==> src/rtl/period_meter.sv <==
// period_meter: averages 2**AVG_LOG2 periods of slow async sig_in in clk_fpga cycles, flags idle timeout
//   in:  clk_fpga, rst (sync, active-high), sig_in (async), enable (level)
//   out: period (averaged, held), period_valid (1-cycle strobe), timeout (level until next result/rst)
module period_meter #(
  parameter int CNT_W = 24,
  parameter int AVG_LOG2 = 2,
  parameter int TIMEOUT = 10_000_000
) (
  input  logic             clk_fpga,
  input  logic             rst,
  input  logic             sig_in,
  input  logic             enable,
  output logic [CNT_W-1:0] period,
  output logic             period_valid,
  output logic             timeout
);
  localparam int KW = AVG_LOG2 > 0 ? AVG_LOG2 : 1;
  localparam int AW = CNT_W + AVG_LOG2;
  localparam logic [KW-1:0] K_LAST = KW'((1 << AVG_LOG2) - 1);
  localparam logic [CNT_W-1:0] CNT_TO = CNT_W'(TIMEOUT - 1);
  typedef enum logic {ARM, MEAS} state_t;
  state_t state, state_n;
  logic s1, s2, s3;
  logic [CNT_W-1:0] cnt, sample;
  logic [AW-1:0] acc, sum;
  logic [KW-1:0] k;
  logic rise, meas, last, to_hit, done, clr;
  always_comb begin
    rise = s2 & ~s3;
    meas = state == MEAS && enable;
    sample = cnt + 1'b1;
    sum = acc + AW'(sample);
    last = k == K_LAST;
    // a rise in the threshold cycle takes the sample instead of timing out
    to_hit = meas && !rise && cnt == CNT_TO;
    done = meas && rise && last;
    clr = !meas || to_hit || done;
    state_n = !enable ? ARM : state == ARM ? (rise ? MEAS : ARM) : (to_hit ? ARM : MEAS);
  end
  always_ff @(posedge clk_fpga)
    if (rst) state <= ARM;
    else state <= state_n;
  always_ff @(posedge clk_fpga) begin
    if (rst) begin
      {s1, s2, s3} <= '0;
      cnt <= '0;
      acc <= '0;
      k <= '0;
      period <= '0;
      period_valid <= 1'b0;
      timeout <= 1'b0;
    end else begin
      {s1, s2, s3} <= {sig_in, s1, s2};
      // the edge closing one period also opens the next, so cnt restarts on every rise
      cnt <= (clr || rise) ? '0 : cnt + 1'b1;
      acc <= clr ? '0 : rise ? sum : acc;
      k <= (clr || AVG_LOG2 == 0) ? '0 : rise ? k + 1'b1 : k;
      period <= done ? CNT_W'(sum >> AVG_LOG2) : period;
      period_valid <= done;
      timeout <= done ? 1'b0 : to_hit ? 1'b1 : timeout;
    end
  end
endmodule

==> config.mk <==
export PLATFORM = sky130hd
export DESIGN_NAME = period_meter
export DESIGN_NICKNAME = d
export VERILOG_FILES = /design/src/rtl/period_meter.sv
export SDC_FILE = /design/constraint.sdc
export NUM_CORES = 1
export LEC_CHECK = 0
export ABC_AREA = 1
export CAP_MARGIN = 15
export CORE_ASPECT_RATIO = 0.6
export CORE_MARGIN = 3
export CORE_UTILIZATION = 55
export DETAILED_ROUTE_END_ITERATION = 7
export PLACE_DENSITY_LB_ADDON = 0.3
export SLEW_MARGIN = 10
export SYNTH_ARGS = -nofsm -noshare
export SYNTH_HDL_FRONTEND = slang
export SYNTH_SLANG_ARGS = --single-unit
==> constraint.sdc <==
create_clock -name clk_fpga -period 5.2 [get_ports clk_fpga]
set_input_delay 1.04 -clock clk_fpga [delete_from_list [all_inputs] [get_ports clk_fpga]]
set_output_delay 1.04 -clock clk_fpga [all_outputs]
set_load 0.01 [all_outputs]
Yosys cells after proc, flatten, opt, wreduce, memory -nomap -nowiden
Index checks and enable logic that the tools add are counted.

Register bits: 82. Bits of input ports: 4. Output and inout port bits: 26. Word-level logic and storage cells: 35.

$add $sub $neg: 3. Equal/unequal tests: 2. Muxes and demuxes: 3. Bitwise gates (word level): 3. Reduce and logical (&&, ||, !) cells: 14.

Operators with widths (number): $add A26 B24 Y26 (1); $add A24 B1 Y24 const B (1); $eq A24 B24 Y1 const B (1); $reduce_or A2 Y1 (4); $logic_and A1 B1 Y1 (5); $logic_or A1 B1 Y1 (3); $mux W1 (3); $add A2 B1 Y2 const B (1); $eq A2 B2 Y1 const B (1); $logic_not A1 Y1 (2); $not A1 Y1 (2); $and A1 B1 Y1 (1).

Longest topological paths before layout
Gate-level depths: netlist (run 1).

Depth after elaboration: 9. Gate-level depth with buffers: 20. Gate-level depth less buffers: 20.

Least setup slack after synthesis (run 1)
No wires, ideal clock.

Kind: register to register. Start point: register cnt[0]. End point: register acc[15]. Setup time: 0.113 ns. Arrival: 2.401 ns. Data required time: 5.087 ns. Setup slack: 2.685 ns. Stages on the path, launching flop included: 18. Path buffers: 0. Clock period less this slack: 2.515 ns. Cell sequence: dfxtp_1 > ha_1 > nand2_1 > nor2_4 > nand2_1 > nor2_2 > inv_1 > o21ai_0 > inv_1 > ha_1 > nand2_1 > nor2_1 > nand2_1 > inv_1 > a21oi_1 > or2_2 > nand3_1 > nand2_1.

Elaborated cells on any way between the ends: 7. Classes of those cells: add/sub (2); eq/ne (1); reduce/logical (4).

RTL lines: from (decl) (line 24) `logic [CNT_W-1:0] cnt, sample;`; from (signal assigned) (line 55) `cnt <= (clr || rise) ? '0 : cnt + 1'b1;`; $add A24 B1 Y24 (line 31) `sample = cnt + 1'b1;`; via sample[8] (line 24); $add A26 B24 Y26 (line 32) `sum = acc + AW'(sample);`; to (signal assigned) (line 56) `acc <= clr ? '0 : rise ? sum : acc;`; to (decl) (line 25) `logic [AW-1:0] acc, sum;`.

The timed path passes the listed nets, and every way through them passes these cells. A chain may end at the register's enable or synchronous reset.

Final worst setup path (run 1)
Start point: register cnt[0]. End point: register acc[21].

The elaborated chain is that of the path after synthesis.

==> metrics.txt, run 1 <==
Sink Count=~80; initial antenna violation count=0; Post-Syn Area=5190 sq um; Reg-to-Reg Start=cnt[0]; post-detail-place hpwl=11.9 mm; synthesized flop and latch total=82; CP Launch Type=register; Syn Nets=between 800 and 900; final weighted congestion of routability-driven global placement=about 1; CTS Root Cell=clkbuf_16; IO Pins=30; Worst-Margin Slew=0.557 ns; CTS Buf Count=9; port bufs=29; worst hold stages=2; die footprint=10,700 sq um; Mean Syn Cell Area=6.38 sq um; Die Width=131 microns; Clk pin slew, worst setup/hold paths=0.07 ns; GRT Residual Overflow=0; power share of the sequential group=between 40% and 50%; Starting Density=around three fifths; CTS resizes=0; drt drc=0; switching fraction of total power=about a quarter; Rows=26; Comb power frac=between 1 and 1.5%; endpoints failing hold=0; post-DR wirelength/cell=around 16 microns; crit path max fanout=6; sequential area share after synthesis=31.6%; Final Util=about two thirds; power per cell area=roughly 230 nW/um^2; status=finished, final reports clean; crit share post-route=about three fifths; unique cell type count in the Yosys netlist=36; Fin Setup TNS=0 ns; relative slew slack=between 60% and 70%; clk buf depth=2; Setup crit start=cnt[0]; Layout area overhead=13.0%; vias in the first global route=between 4,000 and 5,000; clock share of power=between 50% and 60%; Final Max Tran Viols=0; Layout fillers=slightly below 800; post-DR vias/cell=around 5.3; Switching Power=between 300 and 400 uW; drt first pass iters=5; Core Box Area=8850 sq um; Ys Warns=0; maxcap violations=0; Setup Buffers After CTS=0; first-pass GRT wire length=24.8 mm; die span in y=between 80 and 90 microns; Post-Syn Instances=814; HP Start=s1; Worst Reg-to-Reg Cells=18; H-tree depth=3; Final ANT Viol Nets=0; largest net degree at the start of global routing=35; Antenna Cells=0; GRT Total Usage=approximately 30%; class of the worst hold path=register to register; min cycle time layout=roughly 3.2 ns; CTS tree=built; critical path class=register to register; initial detailed-routing violation count=476; WP data required=5.43 ns; CP arrival=approximately 3.4 ns; internal power=between 1 and 1.5 mW; via count=between 5,000 and 6,000; # hold bufs at CTS=0; Final Net Count=876; Worst IR Drop VDD=approximately 0.17 mV; Final setup viols=0; crit end category=register; P_leak=between 2 and 3 nW; clock skew=~0.0094 ns; Peak Freq=about 310 MHz; share of layout cells above drive strength 1=under 10%; final wirelength=~15 mm; RSZ-0062 raised after global routing=false; Worst-Skew Late Latency=0.36 ns
## cells by family (layout without fill, tap and decap cells)
group / count (synthesis) / count (layout) / share of synthesized area [%]
muxes: 1 / 1 / 0.193
xor gates and xnor gates: 21 / 21 / 3.54
and+or+nand+nor: 470 / 470 / 40.2
AOI/OAI and AO/OA: 50 / 50 / 5.01
buffers and inverters: 161 / 195 / 12.4
DFF: 82 / 82 / 31.6
adders and majority gates: 29 / 29 / 7.13
## critical path, cell delays in order (launching register included)
cell,delay (ns)
dfxtp_1,0.38
ha_1,0.20
nand2_1,0.10
nor2_4,0.14
nand2_1,0.15
nor2_1,0.24
nand4_1,0.15
xor2_1,0.23
inv_1,0.10
ha_1,0.44
nand2_1,0.14
nor2_1,0.21
nand2_1,0.10
nor2_1,0.12
nand2_1,0.08
nand3_1,0.09
nand2_1,0.06
nand3_1,0.08
o21ai_1,0.07
## cell type report
class	count	area [sq um]	share of cell area (%)
Clock buffer	9	225	3.84
Clock inverter	7	81.3	1.39
Inverter	150	563	9.59
Multi-Input combinational cell	571	2910	49.6
Sequential cell	82	1640	28.0
Tap cell	126	158	2.69
Timing Repair Buffer	29	290	4.94
## state kept, by name, indices dropped and copies added, names as in the netlist
signal,cells
acc,26
cnt,24
k,2
period,24
period_valid,1
s1,1
s2,1
s3,1
state,1
timeout,1
## cell usage after synthesis
| cell | instances | area [sq um] |
|---|---|---|
| nand3_1 | 67 | 335 |
| mux2i_1 | 1 | 10.0 |
| buf_4 | 1 | 7.51 |
| a21o_1 | 1 | 7.51 |
| ha_1 | 28 | 350 |
| nand3b_1 | 3 | 22.5 |
| buf_2 | 3 | 15.0 |
| inv_1 | 144 | 541 |
| nor2_8 | 1 | 20.0 |
| nor2_4 | 3 | 33.8 |
| nor3b_1 | 1 | 7.51 |
| a21boi_1 | 1 | 7.51 |
| nor3_1 | 8 | 40.0 |
| o21bai_1 | 2 | 15.0 |
| nand2_1 | 265 | 995 |
| nor4_2 | 1 | 12.5 |
| nand4_4 | 1 | 21.3 |
| and2_1 | 4 | 25.0 |
| nand4_1 | 30 | 188 |
| fa_1 | 1 | 20.0 |
| nor3_2 | 1 | 10.0 |
| nor2_1 | 71 | 267 |
| o21ai_0 | 22 | 110 |
| a21oi_1 | 18 | 90.1 |
| nand3_4 | 2 | 35.0 |
| nand2_2 | 2 | 12.5 |
| or2_2 | 8 | 50.1 |
| nor2b_1 | 1 | 6.26 |
| buf_6 | 4 | 45.0 |
| clkbuf_1 | 3 | 11.3 |
| dfxtp_1 | 82 | 1640 |
| inv_2 | 6 | 22.5 |
| nor2_2 | 1 | 6.26 |
| o21ai_1 | 6 | 30.0 |
| xor2_1 | 15 | 131 |
| xnor2_1 | 6 | 52.6 |
## final timing paths
path / endpoint / slack (ns)
max reg2reg: acc[21] / 2.01
max: acc[21] / 2.01
min reg2reg: s2 / 0.41
min: s2 / 0.41
## cells in the final DEF, fill, tap and decap left out, types with 15 or more instances in the layout
cell / count
a21oi_1: 18
nand2_1: 265
nand4_1: 30
nand3_1: 67
nor2_1: 71
clkdlybuf4s50_1: 29
xor2_1: 15
inv_1: 144
ha_1: 28
dfxtp_1: 82
o21ai_0: 22
## metrics by stage
step	total power, mW	hold WS, ns	instances	area [sq um]	setup slack, ns
2_1_floorplan	0.654	0.388	814	5190	2.69
6_report	1.33	0.410	974	5870	2.01
3_3_place_gp	0.658	0.389	958	5560	1.96
5_1_grt	1.35	0.438	974	5870	1.74
3_5_place_dp	0.659	0.404	958	5560	1.86
4_1_cts	1.33	0.413	974	5870	2.12
## layer usage
| layer | share of wire (%) | up-vias | global-route usage (%) | wire length, microns |
|---|---|---|---|---|
| met1 | 50 | 2366 | 42.6 | 7680 |
| met3 | 13 | 13 | 11.8 | 1930 |
| met2 | 37 | 221 | 42.2 | 5620 |
| met4 | 0.72 | 0 | 5.77 | 110 |
| li1 | - | 2601 | - | - |
| met5 | 0 | - | 0 | 0 |
## power groups by stage
stage | clock network [mW] | logic (mW) | registers (mW)
6_report | 0.681 | 0.0152 | 0.629
4_1_cts | 0.684 | 0.0154 | 0.629
3_5_place_dp | 0 | 0.0153 | 0.644
3_3_place_gp | 0 | 0.0147 | 0.644
2_1_floorplan | 0 | 0.0102 | 0.644
5_1_grt | 0.707 | 0.0167 | 0.629
(Power assumes the default switching activity.)
==> run 2, diff against run 1 <==
clock period = 2.8 ns   (was 5.2 ns; I/O delays follow)
==> metrics.txt, run 2 (synthesis results as in run 1) <==
critical path class=register to register; CP dominant cell by count=nand2_1; commonest non-fill, non-tap cell in the layout=nand2_1; Biggest register=acc; clk buf depth=2; Worst-Margin Slew=about 0.45 ns; HP Start=s1; IO Pins=30; final wirelength=between 15 and 20 mm; drt drc=0; failing checks=negative setup slack; Die Width=approximately 130 microns; Final Util=between 70% and 80%; GRT Residual Overflow=0; vias in the first global route=5,036; Final Net Count=between 900 and 1,000; power per cell area=346 nW/um^2; most frequent cells in the layout=nand2_1 (229), inv_1 (136), dfxtp_1 (77); Core Box Area=8850 sq um; Final Power=around 2.4 mW; Rows=26; initial detailed-routing violation count=approximately 550; via count=~5,700; largest net degree at the start of global routing=26; Cells after DPL=roughly 1,000; die footprint=10,700 sq um; CP arrival=around 3.2 ns; min cycle time layout=just under 3 ns; Worst-Skew Late Latency=0.35 ns; post-detail-place hpwl=~12 mm; Finished Layout Cells=a little over 1,000; Worst IR Drop VDD=roughly 0.34 mV; die span in y=a little over 80 microns; crit end category=register; WP data required=between 3 and 4 ns; CP Launch Type=register; worst flop-to-flop path endpoint=acc[20]; crit path max fanout=5; top cell family by delay on the critical path=simple AND/OR/NAND/NOR gates; RSZ-0062 raised after global routing=true; Layout fillers=between 600 and 700; Fin Setup TNS=-1.00 ns; H-tree depth=3; worst hold stages=2; drt first pass iters=7; Worst Reg-to-Reg Cells=14; Layout area overhead=33.6%; Antenna Cells=0; Final Max Tran Viols=0; buffers and inverters on the worst path=3; post-DR vias/cell=between 5 and 6; CP cell instances=clkinvlp_4 -> nor3_4 -> buf_4 -> nand4_1 -> xor2_1 -> inv_1 -> ha_4 -> nand2_1 -> nand2_1 -> o21bai_1 -> a21oi_1 -> nand4_1 -> nand3_1 -> nand2_1; Clk pin slew, worst setup/hold paths=around 0.070 ns; Peak Freq=approximately 340 MHz; Sink Count=approximately 80; relative slew slack=a little over two thirds; Final ANT Viol Nets=0; Final setup viols=18; endpoints failing hold=0; GRT Total Usage=a little under a third; CTS Root Cell=clkbuf_16; CP peak stage delay=between 0.3 and 0.4 ns; Reg2Reg Setup Slack=-0.14 ns; CTS Buf Count=9; post-DR wirelength/cell=17.4 microns; P_leak=3.28 nW; class of the worst hold path=register to register; biggest regs=acc (26), cnt (24), period (24); status=finished, violations left; max reg flops=26; maxcap violations=0; Starting Density=58.7%; CTS tree=built; share of layout cells above drive strength 1=between 20% and 30%; crit share post-route=105%; initial antenna violation count=0; Reg-to-Reg Start=cnt[0]; first-pass GRT wire length=roughly 26 mm; final weighted congestion of routability-driven global placement=1.02; worst setup margin=-0.138 ns; Critical Path Slowest Stage Cell=dfxtp_4; clock skew=slightly above 0.01 ns; hold path endpoint=s2; port bufs=29
## run 2: cell types whose count changed in the layout (fill, tap and decap cells not counted), sizes merged
cell | before | now
buf | 0 | 44
inv | 155 | 149
clkinv | 1 | 4
clkinvlp | 0 | 2
clkbuf | 9 | 10
## run 2: how the worst max path moves through the flow
stage	from	endpoint	slack [ns]	cells past startpoint
3_3_place_gp	cnt[0]	acc[21]	-0.22	18
4_1_cts	cnt[0]	acc[21]	-0.003	18
2_1_floorplan	cnt[0]	acc[15]	0.29	17
6_report	cnt[0]	acc[20]	-0.14	14
3_5_place_dp	cnt[0]	acc[21]	-0.27	18
5_1_grt	cnt[0]	period[18]	-0.26	18
## run 2: worst min-delay path: stages, from the launching register on
cell and delay, ns:
dfxtp_1 0.30, inv_1 0.04, nor2_1 0.03
## run 2: power by group
part	switching, mW	internal (mW)	total (mW)	leakage [nW]
Sequential	0.00112	1.17	1.17	0.664
Combinational	0.0220	0.0103	0.0323	2.47
Clock	0.513	0.686	1.20	0.142
## run 2: per-stage QoR
| stage | cell area [sq um] | hold WS, ns | setup slack, ns |
|---|---|---|---|
| CTS | 6190 | 0.400 | -0.00330 |
| global route | 6940 | 0.436 | -0.263 |
| global placement | 5810 | 0.389 | -0.222 |
| finish | 6940 | 0.398 | -0.138 |
| floorplan | 5190 | 0.388 | 0.285 |
| detailed placement | 5810 | 0.399 | -0.274 |
## run 2: routing by layer
layer / track usage, % / wire length [microns] / part of all wire [%]
met1: 44.8 / 7920 / 45
met3: 8.04 / 2150 / 12
met2: 44.8 / 7250 / 41
met5: 0 / 0 / 0
met4: 6.81 / 420 / 2.4
## run 2: repair_timing
action / in CTS / in global routing
pin swaps: 3 / 40
setup endpoints to repair: 20 / 38
buffers inserted: 1 / 12
endpoints found under the hold margin: 0 / 0
gates resized for setup: 22 / 149
hold buffers: 0 / 0
## run 2: layout make-up
cell class | instances | area, sq um | share of cell area (%)
Clock buffer | 10 | 229 | 3.30
Clock inverter | 6 | 57.6 | 0.829
Inverter | 150 | 567 | 8.17
Multi-Input combinational cell | 571 | 3650 | 52.5
Sequential cell | 82 | 1650 | 23.8
Tap cell | 126 | 158 | 2.27
Timing Repair Buffer | 73 | 633 | 9.12
==> run 3, diff against run 2 <==
MAX_ROUTING_LAYER = met4   (was default)
==> metrics.txt, run 3 (synthesis results as in run 1) <==
crit end category=register; initial detailed-routing violation count=a little over 600; power per cell area=about 360 nW/um^2; initial antenna violation count=0; Final Max Tran Viols=0; Peak Freq=350 MHz; commonest non-fill, non-tap cell in the layout=nand2_1; first-pass GRT wire length=about 26 mm; biggest regs=acc (26), cnt (24), period (24); endpoints failing hold=0; CP arrival=between 3 and 4 ns; die footprint=10,700 sq um; Antenna Cells=0; maxcap violations=0; most frequent cells in the layout=nand2_1 (220), inv_1 (131), dfxtp_1 (74); hold slack=~0.4 ns; worst setup margin=-0.0551 ns; relative slew slack=65.2%; drt drc=0; Clk pin slew, worst setup/hold paths=roughly 0.070 ns; drt first pass iters=5; CP peak stage delay=0.37 ns; failing checks=negative setup slack; Layout area overhead=33.7%; crit share post-route=102%; CTS tree=built; Sink Count=between 80 and 90; Worst-Margin Slew=0.518 ns; Final Net Count=914; class of the worst hold path=register to register; post-DR vias/cell=between 5 and 6; Layout fillers=around 600; H-tree depth=3; Rows=26; die span in y=81.3 microns; vias in the first global route=approximately 5,100; Reg area=1650 sq um; CP Launch Type=register; RSZ-0062 raised after global routing=true; Critical Path Slowest Stage Cell=dfxtp_4; post-DR wirelength/cell=roughly 17 microns; clk buf depth=2; CTS Root Cell=clkbuf_16; Core Box Area=roughly 8800 sq um; Biggest register=acc; P_leak=roughly 3.4 nW; final wirelength=17.4 mm; final weighted congestion of routability-driven global placement=around 1.0; Final setup viols=7; port bufs=29; CTS Buf Count=9; Starting Density=between 50% and 60%; Final Power=2.52 mW; WP data required=around 3.0 ns; max reg flops=26; status=finished, violations left; Worst IR Drop VDD=between 0.3 and 0.4 mV; Die Width=roughly 130 microns; crit path max fanout=4; via count=roughly 5,700; clock skew=0.00917 ns; Final ANT Viol Nets=0; multi-input combinational cell area=3660 sq um; Worst-Skew Late Latency=~0.35 ns; min cycle time layout=approximately 2.9 ns; post-detail-place hpwl=12.0 mm; IO Pins=30; share of layout cells above drive strength 1=around a quarter; largest net degree at the start of global routing=35; GRT Residual Overflow=0; critical path class=register to register; GRT Total Usage=a little under a third; CP cell instances=ha_4 -> nand2_4 -> nor2_4 -> buf_6 -> nand2_4 -> nor2_4 -> nand4_1 -> xor2_2 -> inv_2 -> ha_4 -> nand2_4 -> nor2_4 -> nand2_2 -> nor2_1 -> nand2_1 -> nand3_2 -> nand2_2 -> nand3_1 -> nand2_1
==> run 3: stage by stage <==
step / util [%] / setup TNS [ns] / setup slack [ns] / instance area [sq um] / std cells
global route: 78.5 / -2.32 / -0.165 / 6950 / 1012
finish: 78.5 / -0.244 / -0.0551 / 6950 / 1012
floorplan: - / 0 / 0.285 / 5190 / 814
global placement: 65.3 / -0.971 / -0.160 / 5770 / 986
CTS: 70.7 / -0.103 / -0.0259 / 6260 / 1004
detailed placement: 65.3 / -2.01 / -0.176 / 5770 / 986
==> run 3: critical path, delay by kind of cell (launching register included) <==
family        cells  cell delay [ns]
xor+xnor          1             0.27
flops             1             0.37
simple gates     14             1.42
fa+ha+maj         2             0.44
buf+inv           2             0.23
==> run 3: routing by layer <==
layer  share of wire, %  global-route usage (%)
met3                 11                    8.48
met2                 41                    46.7
met5                  0                       -
met1                 45                    43.7
met4                2.4                    8.60
==> run 3: repair_timing <==
action	in CTS	in global routing
buffers inserted	2	9
endpoints found under the setup margin	28	40
gates resized for setup	32	160
hold buffers	0	0
pin swaps	7	67
==> run 3: final timing paths <==
path	start	depth (start not counted)	slack, ns	to
worst min register to register	s1	2	0.40	s2
worst max register to register	cnt[0]	19	-0.06	period[21]
worst min-delay path	s1	2	0.40	s2
worst max-delay path	cnt[0]	19	-0.06	period[21]
==> run 3: power breakdown <==
| part | switching [mW] | internal, mW | total [mW] |
|---|---|---|---|
| logic | 0.0225 | 0.00996 | 0.0324 |
| clock network | 0.509 | 0.813 | 1.32 |
| registers | 0.00104 | 1.17 | 1.17 |
| total | 0.533 | 1.99 | 2.52 |
==> run 3: final cells by class <==
class | count | area share, %
multi-input combinational | 571 | 52.7
sequential | 82 | 23.8
timing repair buffer | 67 | 8.34
inverter | 150 | 8.16
clock buffer | 11 | 3.49
tap | 126 | 2.27
clock inverter | 5 | 1.22
